===== src/rtl/spi_arbiter_if.sv =====
// Bundles the requester-facing and SPI-master-facing signals of spi_arbiter.
// The arbiter uses the slave modport; the requesters/SPI master side uses master.
interface spi_arbiter_if #(
  parameter int NUM_REQ = 3,
  parameter int SS_W    = 3
);
  logic [NUM_REQ-1:0]      req;
  logic [NUM_REQ-1:0]      lock;
  logic [16*NUM_REQ-1:0]   req_data;
  logic [SS_W*NUM_REQ-1:0] req_ss;
  logic [NUM_REQ-1:0]      gnt;
  logic [NUM_REQ-1:0]      done;
  logic                    lock_timeout;
  logic                    wrt_SPI;
  logic [15:0]             SPI_data;
  logic [SS_W-1:0]         ss;
  logic                    SPI_done;

  modport slave (
    input  req, lock, req_data, req_ss, SPI_done,
    output gnt, done, lock_timeout, wrt_SPI, SPI_data, ss
  );

  modport master (
    output req, lock, req_data, req_ss, SPI_done,
    input  gnt, done, lock_timeout, wrt_SPI, SPI_data, ss
  );
endinterface


===== src/rtl/spi_arbiter.sv =====
// Round-robin arbiter sharing one SPI master between several requesters, with an
// optional lock that lets the owner chain transfers until it releases or times out.
module spi_arbiter #(
  parameter int NUM_REQ      = 3,
  parameter int SS_W         = 3,
  parameter int HOLD_TIMEOUT = 255
) (
  input  logic         clk,
  input  logic         rst,
  spi_arbiter_if.slave bus
);
  localparam int PW = (NUM_REQ > 1) ? $clog2(NUM_REQ) : 1;
  localparam logic [SS_W-1:0] SS_NONE = '0;

  typedef enum logic [1:0] {IDLE, BUSY, HOLD} state_t;

  state_t             state;
  logic [NUM_REQ-1:0] pending;
  logic [PW-1:0]      ptr;
  logic [PW-1:0]      owner;
  logic [7:0]         hold_cnt;

  logic               win_valid;
  logic [PW-1:0]      win_idx;
  logic [PW-1:0]      rr_idx;
  logic [PW-1:0]      sel_idx;
  logic [15:0]        sel_data;
  logic [SS_W-1:0]    sel_ss;
  logic [NUM_REQ-1:0] sel_oh;
  logic               issue;
  logic [NUM_REQ-1:0] accept;
  logic [PW-1:0]      ptr_next;

  // Scan downwards so the last hit is the first pending index at or after ptr.
  always_comb begin
    win_valid = 1'b0;
    win_idx   = '0;
    rr_idx    = '0;
    for (int k = NUM_REQ - 1; k >= 0; k--) begin
      rr_idx = PW'((int'(ptr) + k) % NUM_REQ);
      if (pending[rr_idx]) begin
        win_valid = 1'b1;
        win_idx   = rr_idx;
      end
    end
  end

  always_comb begin
    sel_idx  = (state == HOLD) ? owner : win_idx;
    issue    = ((state == IDLE) && win_valid) || ((state == HOLD) && pending[owner]);
    sel_data = '0;
    sel_ss   = '0;
    sel_oh   = '0;
    for (int i = 0; i < NUM_REQ; i++) begin
      if (sel_idx == PW'(i)) begin
        sel_data  = bus.req_data[16*i +: 16];
        sel_ss    = bus.req_ss[SS_W*i +: SS_W];
        sel_oh[i] = 1'b1;
      end
    end
  end

  // Requests are dropped when already pending or when the requester owns a BUSY bus.
  assign accept   = bus.req & ~pending & ((state == BUSY) ? ~bus.gnt : {NUM_REQ{1'b1}});
  assign ptr_next = (owner == PW'(NUM_REQ - 1)) ? '0 : owner + PW'(1);

  always_ff @(posedge clk) begin
    if (rst) begin
      state            <= IDLE;
      pending          <= '0;
      ptr              <= '0;
      owner            <= '0;
      hold_cnt         <= '0;
      bus.gnt          <= '0;
      bus.done         <= '0;
      bus.lock_timeout <= 1'b0;
      bus.wrt_SPI      <= 1'b0;
      bus.SPI_data     <= 16'h0000;
      bus.ss           <= SS_NONE;
    end else begin
      bus.wrt_SPI      <= 1'b0;
      bus.done         <= '0;
      bus.lock_timeout <= 1'b0;
      pending          <= (pending | accept) & ~(issue ? sel_oh : '0);

      if (issue) begin
        owner        <= sel_idx;
        bus.SPI_data <= sel_data;
        bus.ss       <= sel_ss;
        bus.gnt      <= sel_oh;
        bus.wrt_SPI  <= 1'b1;
        state        <= BUSY;
      end else begin
        case (state)
          BUSY: begin
            if (bus.SPI_done) begin
              bus.done <= bus.gnt;
              bus.ss   <= SS_NONE;
              hold_cnt <= '0;
              if (bus.lock[owner]) begin
                state <= HOLD;
              end else begin
                state   <= IDLE;
                bus.gnt <= '0;
                ptr     <= ptr_next;
              end
            end
          end
          HOLD: begin
            // Released either voluntarily or after HOLD_TIMEOUT idle HOLD cycles.
            if (!bus.lock[owner] || (hold_cnt == 8'(HOLD_TIMEOUT - 1))) begin
              state            <= IDLE;
              bus.gnt          <= '0;
              ptr              <= ptr_next;
              bus.lock_timeout <= bus.lock[owner];
            end else begin
              hold_cnt <= hold_cnt + 8'd1;
            end
          end
          default: ;
        endcase
      end
    end
  end
endmodule


===== src/flat_wrapper.sv =====
// flat-port wrapper written by rule: the top's interface ports become plain ports
module spi_arbiter_flat 
#(
  parameter int NUM_REQ      = 3,
  parameter int SS_W         = 3,
  parameter int HOLD_TIMEOUT = 255
)
  (clk, rst, bus_req, bus_lock, bus_req_data, bus_req_ss, bus_SPI_done, bus_gnt, bus_done, bus_lock_timeout, bus_wrt_SPI, bus_SPI_data, bus_ss);
  spi_arbiter_if #(.NUM_REQ(NUM_REQ), .SS_W(SS_W)) bus_i ();
  input  logic clk;
  input  logic rst;
  input wire logic [$bits(bus_i.req)-1:0] bus_req;
  input wire logic [$bits(bus_i.lock)-1:0] bus_lock;
  input wire logic [$bits(bus_i.req_data)-1:0] bus_req_data;
  input wire logic [$bits(bus_i.req_ss)-1:0] bus_req_ss;
  input wire logic [$bits(bus_i.SPI_done)-1:0] bus_SPI_done;
  output wire logic [$bits(bus_i.gnt)-1:0] bus_gnt;
  output wire logic [$bits(bus_i.done)-1:0] bus_done;
  output wire logic [$bits(bus_i.lock_timeout)-1:0] bus_lock_timeout;
  output wire logic [$bits(bus_i.wrt_SPI)-1:0] bus_wrt_SPI;
  output wire logic [$bits(bus_i.SPI_data)-1:0] bus_SPI_data;
  output wire logic [$bits(bus_i.ss)-1:0] bus_ss;
  assign bus_i.req = bus_req;
  assign bus_i.lock = bus_lock;
  assign bus_i.req_data = bus_req_data;
  assign bus_i.req_ss = bus_req_ss;
  assign bus_i.SPI_done = bus_SPI_done;
  assign bus_gnt = bus_i.gnt;
  assign bus_done = bus_i.done;
  assign bus_lock_timeout = bus_i.lock_timeout;
  assign bus_wrt_SPI = bus_i.wrt_SPI;
  assign bus_SPI_data = bus_i.SPI_data;
  assign bus_ss = bus_i.ss;
  spi_arbiter #(.NUM_REQ(NUM_REQ), .SS_W(SS_W), .HOLD_TIMEOUT(HOLD_TIMEOUT)) u_core (.clk(clk), .rst(rst), .bus(bus_i));
endmodule

===== config.mk =====
export PLATFORM = sky130hd
export DESIGN_NAME = spi_arbiter_flat
export DESIGN_NICKNAME = d
export VERILOG_FILES = /design/src/rtl/spi_arbiter_if.sv /design/src/rtl/spi_arbiter.sv /design/src/flat_wrapper.sv
export SDC_FILE = /design/constraint.sdc
export NUM_CORES = 1
export LEC_CHECK = 0
export CAP_MARGIN = 25
export CORE_MARGIN = 2
export CORE_UTILIZATION = 25
export CTS_CLUSTER_SIZE = 24
export DETAILED_ROUTE_END_ITERATION = 10
export DONT_BUFFER_PORTS = 1
export PLACE_DENSITY_LB_ADDON = 0.08
export SETUP_SLACK_MARGIN = 0.05
export SLEW_MARGIN = 20
export SYNTH_ARGS = -nofsm -noshare
export SYNTH_HDL_FRONTEND = slang
export SYNTH_SLANG_ARGS = --single-unit
export TNS_END_PERCENT = 50

===== constraint.sdc =====
create_clock -name clk -period 3.37 [get_ports clk]
set_clock_uncertainty 0.2 [all_clocks]
set_input_delay 0.674 -clock clk [delete_from_list [all_inputs] [get_ports clk]]
set_output_delay 0.674 -clock clk [all_outputs]
set_load 0.02 [all_outputs]

==> impl_metrics.toml <==
[detailed_routing]
via_count = 2352
drt-total-wl_um = 7778
first_iter_violations = 96
route.detailed.drc = 0
ant_nets = 0
firstDrtPassIters = 7
avgViaCountPerCell = 5.204
wl_per_cell_um = 17.21

[timing]
hold_viol_final = 0
worst_pin_slew_ps = 835.6
fin_crit_ps = 3018
timing.setup.tns_ps = 0
maxSlewViolCount = 0
setup_viol = 0
min_period_over_period = 0.8954
slew_headroom = 0.4270
holdWs_ps = 234.4
fmax_mhz = 331.4
rsz0062_at_grt = "false"

[final_layout]
drive_gt1_frac = 0.08777
fin_util = 0.2849
areaGrowthSynthToFinish_pct = 10.37
nets = 392
final_design_area_no_fill_um2 = 2798
diodes = 0
fin_cells = 452

[synthesis]
yosysWarnings = 0
synth-seq-cells = 44
synth_ff_type = "dfxtp_1"
ys_seq_area_frac = 0.3475
synthArstFlopShare = 0
synth_cells = 324
syn_nets = 398
synth_edf_count = 0
netlist_area_um2 = 2535
ys_types = 45
syn_avg_cell_area_um2 = 7.824

[critical_path]
cp_cell_sequence = "inv_1 > ha_1 > a21bo_2 > a21oi_1 > o41a_1 > or4b_4 > or4_1 > a21oi_1"
worstSetupPathType = "register to register"
crit_path_max_fanout = 14
crit_arrival_ps = 3060
critical_path.top_delay_family = "simple AND/OR/NAND/NOR gates"
end_kind = "register"
critPathBufInv = 1
critPathSlowestCell = "or4b_4"
startpoint_type = "register"
worst_path_most_repeated_cell = "a21oi_1"
slowest_delay_ps = 640
cp.required_ps = 3410

[placement]
placed_cells = 444
io_buffer_count = 0
place_area_um2 = 2710
hpwlAfterDp_um = 5520
place_congestion = 0.7201

[cts]
cts.path.max_buffers = 2
path_clk_slew_ps = 90
ctsHoldBuffers = 0
cts.sinks = 44
cts_buffers = 5
cts_max_level = 2
cts_resized = 0
tritoncts = "built"
insertion_delay_ps = 310
root_buffer = "clkbuf_8"
post_cts.repair.setup_buffers = 0

[global_routing]
grt_antenna_before_repair = 1
grt_start_max_net_pins = 41
overflow = 0
grt_pass1_wl_um = 13210
first_global_vias = 2503
grt_usage = 0.1479

[floorplan]
core_um2 = 9819
initial_core_util = 0.2582
die-area_um2 = 10960
die_height_um = 104.7
rows = 36
die_w_um = 104.7
io_pins = 93

[run]
cap_viol_max_count = 0

[power_and_ir_drop]
peakVddDrop_uv = 258.6
leakage_nw = 1.003
pwr_density_cell_nw_per_um2 = 898.4

[min_path]
hold_path.class = "input pin to register"

[outcome]
status = "completed"
==> routing by layer <==
layer	share of wire	vias up	wire, um	global-route usage
li1	-	1192	-	-
met3	0.070	8	542	0.03930
met4	0.011	0	89	0.03429
met1	0.46	1084	3616	0.1893
met2	0.45	68	3530	0.2484
met5	0	-	0	0
==> report_power, final <==
group          internal, mW  total (mW)  switching [mW]
sequential            0.654       0.887           0.233
combinational         0.512        1.28           0.769
clock                 0.145       0.345           0.200
==> cells by family (layout without fill, tap and decap cells) <==
kind of cell / count (synthesis) / after routing / share of synthesized area
AOI/OAI and AO/OA: 105 / 105 / 0.2833
adders and majority gates: 8 / 8 / 0.03949
buffers and inverters: 35 / 30 / 0.05627
DFF: 44 / 44 / 0.3475
muxes: 5 / 5 / 0.02024
and+or+nand+nor: 127 / 127 / 0.2532
==> cells in the final DEF, fill, tap and decap left out, types with 2 or more instances in the layout <==
cell type,count
o31ai_1,5
or2_2,2
or3_1,4
inv_1,8
nand4_1,2
nor3_1,5
and2_1,4
nand2b_1,3
o2bb2ai_1,2
clkinv_2,2
nor2_1,23
a41oi_1,3
a21oi_1,20
dfxtp_1,44
buf_4,12
nand2_1,20
mux2i_1,4
ha_1,8
or4_1,2
nand3b_1,3
clkbuf_8,5
a21o_1,21
a22oi_1,2
o21ai_0,24
a311oi_1,19
nand3_1,50
==> per-stage QoR <==
step / total power [mW] / setup WS, ps
2_1_floorplan: 1.798 / 593.2
3_3_place_gp: 2.188 / 420.5
3_5_place_dp: 2.191 / 376.5
4_1_cts: 2.541 / 359.1
5_1_grt: 2.756 / 118.3
6_report: 2.514 / 352.5
==> synthesized netlist by cell type (all sizes together), types with 2 or more instances <==
master	n	area share
or2	2	0.0049
o2bb2ai	2	0.0069
ha	8	0.039
a211oi	2	0.0059
nor2	24	0.036
nand4	2	0.0049
a21o	21	0.062
buf	6	0.013
a22oi	2	0.0059
nand2	20	0.030
o21ai	24	0.047
or3	4	0.0099
or4	2	0.0059
clkbuf	20	0.030
mux2i	4	0.016
nand3b	3	0.0089
a41oi	3	0.010
inv	8	0.012
nand3	50	0.099
and2	4	0.0099
dfxtp	44	0.35
o31ai	5	0.015
nand2b	3	0.0074
a21oi	20	0.039
nor3	5	0.0099
a311oi	19	0.066
==> state kept, by name, indices dropped and copies added (netlist names) <==
register and flops:
u_core.bus.SPI_data 16, u_core.hold_cnt 8, u_core.bus.done 3, u_core.bus.gnt 3, u_core.bus.ss 3, u_core.pending 3, u_core.owner 2, u_core.ptr 2
u_core.state 2, u_core.bus.lock_timeout 1, u_core.bus.wrt_SPI 1
==> worst paths after layout <==
check             slack (ps)                       startpoint                               to  cells after the start
setup reg to reg         350       u_core.ptr[1]$_SDFFE_PP0P_  u_core.hold_cnt[7]$_SDFFE_PP0P_                      8
setup / recovery         350       u_core.ptr[1]$_SDFFE_PP0P_  u_core.hold_cnt[7]$_SDFFE_PP0P_                      8
hold / removal           230                              rst   u_core.bus.gnt[0]$_SDFFE_PP0P_                      1
hold reg to reg          300  u_core.hold_cnt[7]$_SDFFE_PP0P_  u_core.hold_cnt[7]$_SDFFE_PP0P_                      2
==> final cells by class <==
class | count | area, um^2
Tap cell | 133 | 166.4
Clock buffer | 5 | 68.82
Multi-Input combinational cell | 245 | 1519
Clock inverter | 3 | 18.77
Timing Repair Buffer | 13 | 110.1
Inverter | 9 | 33.78
Sequential cell | 44 | 880.8
Fill cell | 1109 | 7022
(Power assumes the default switching activity.)
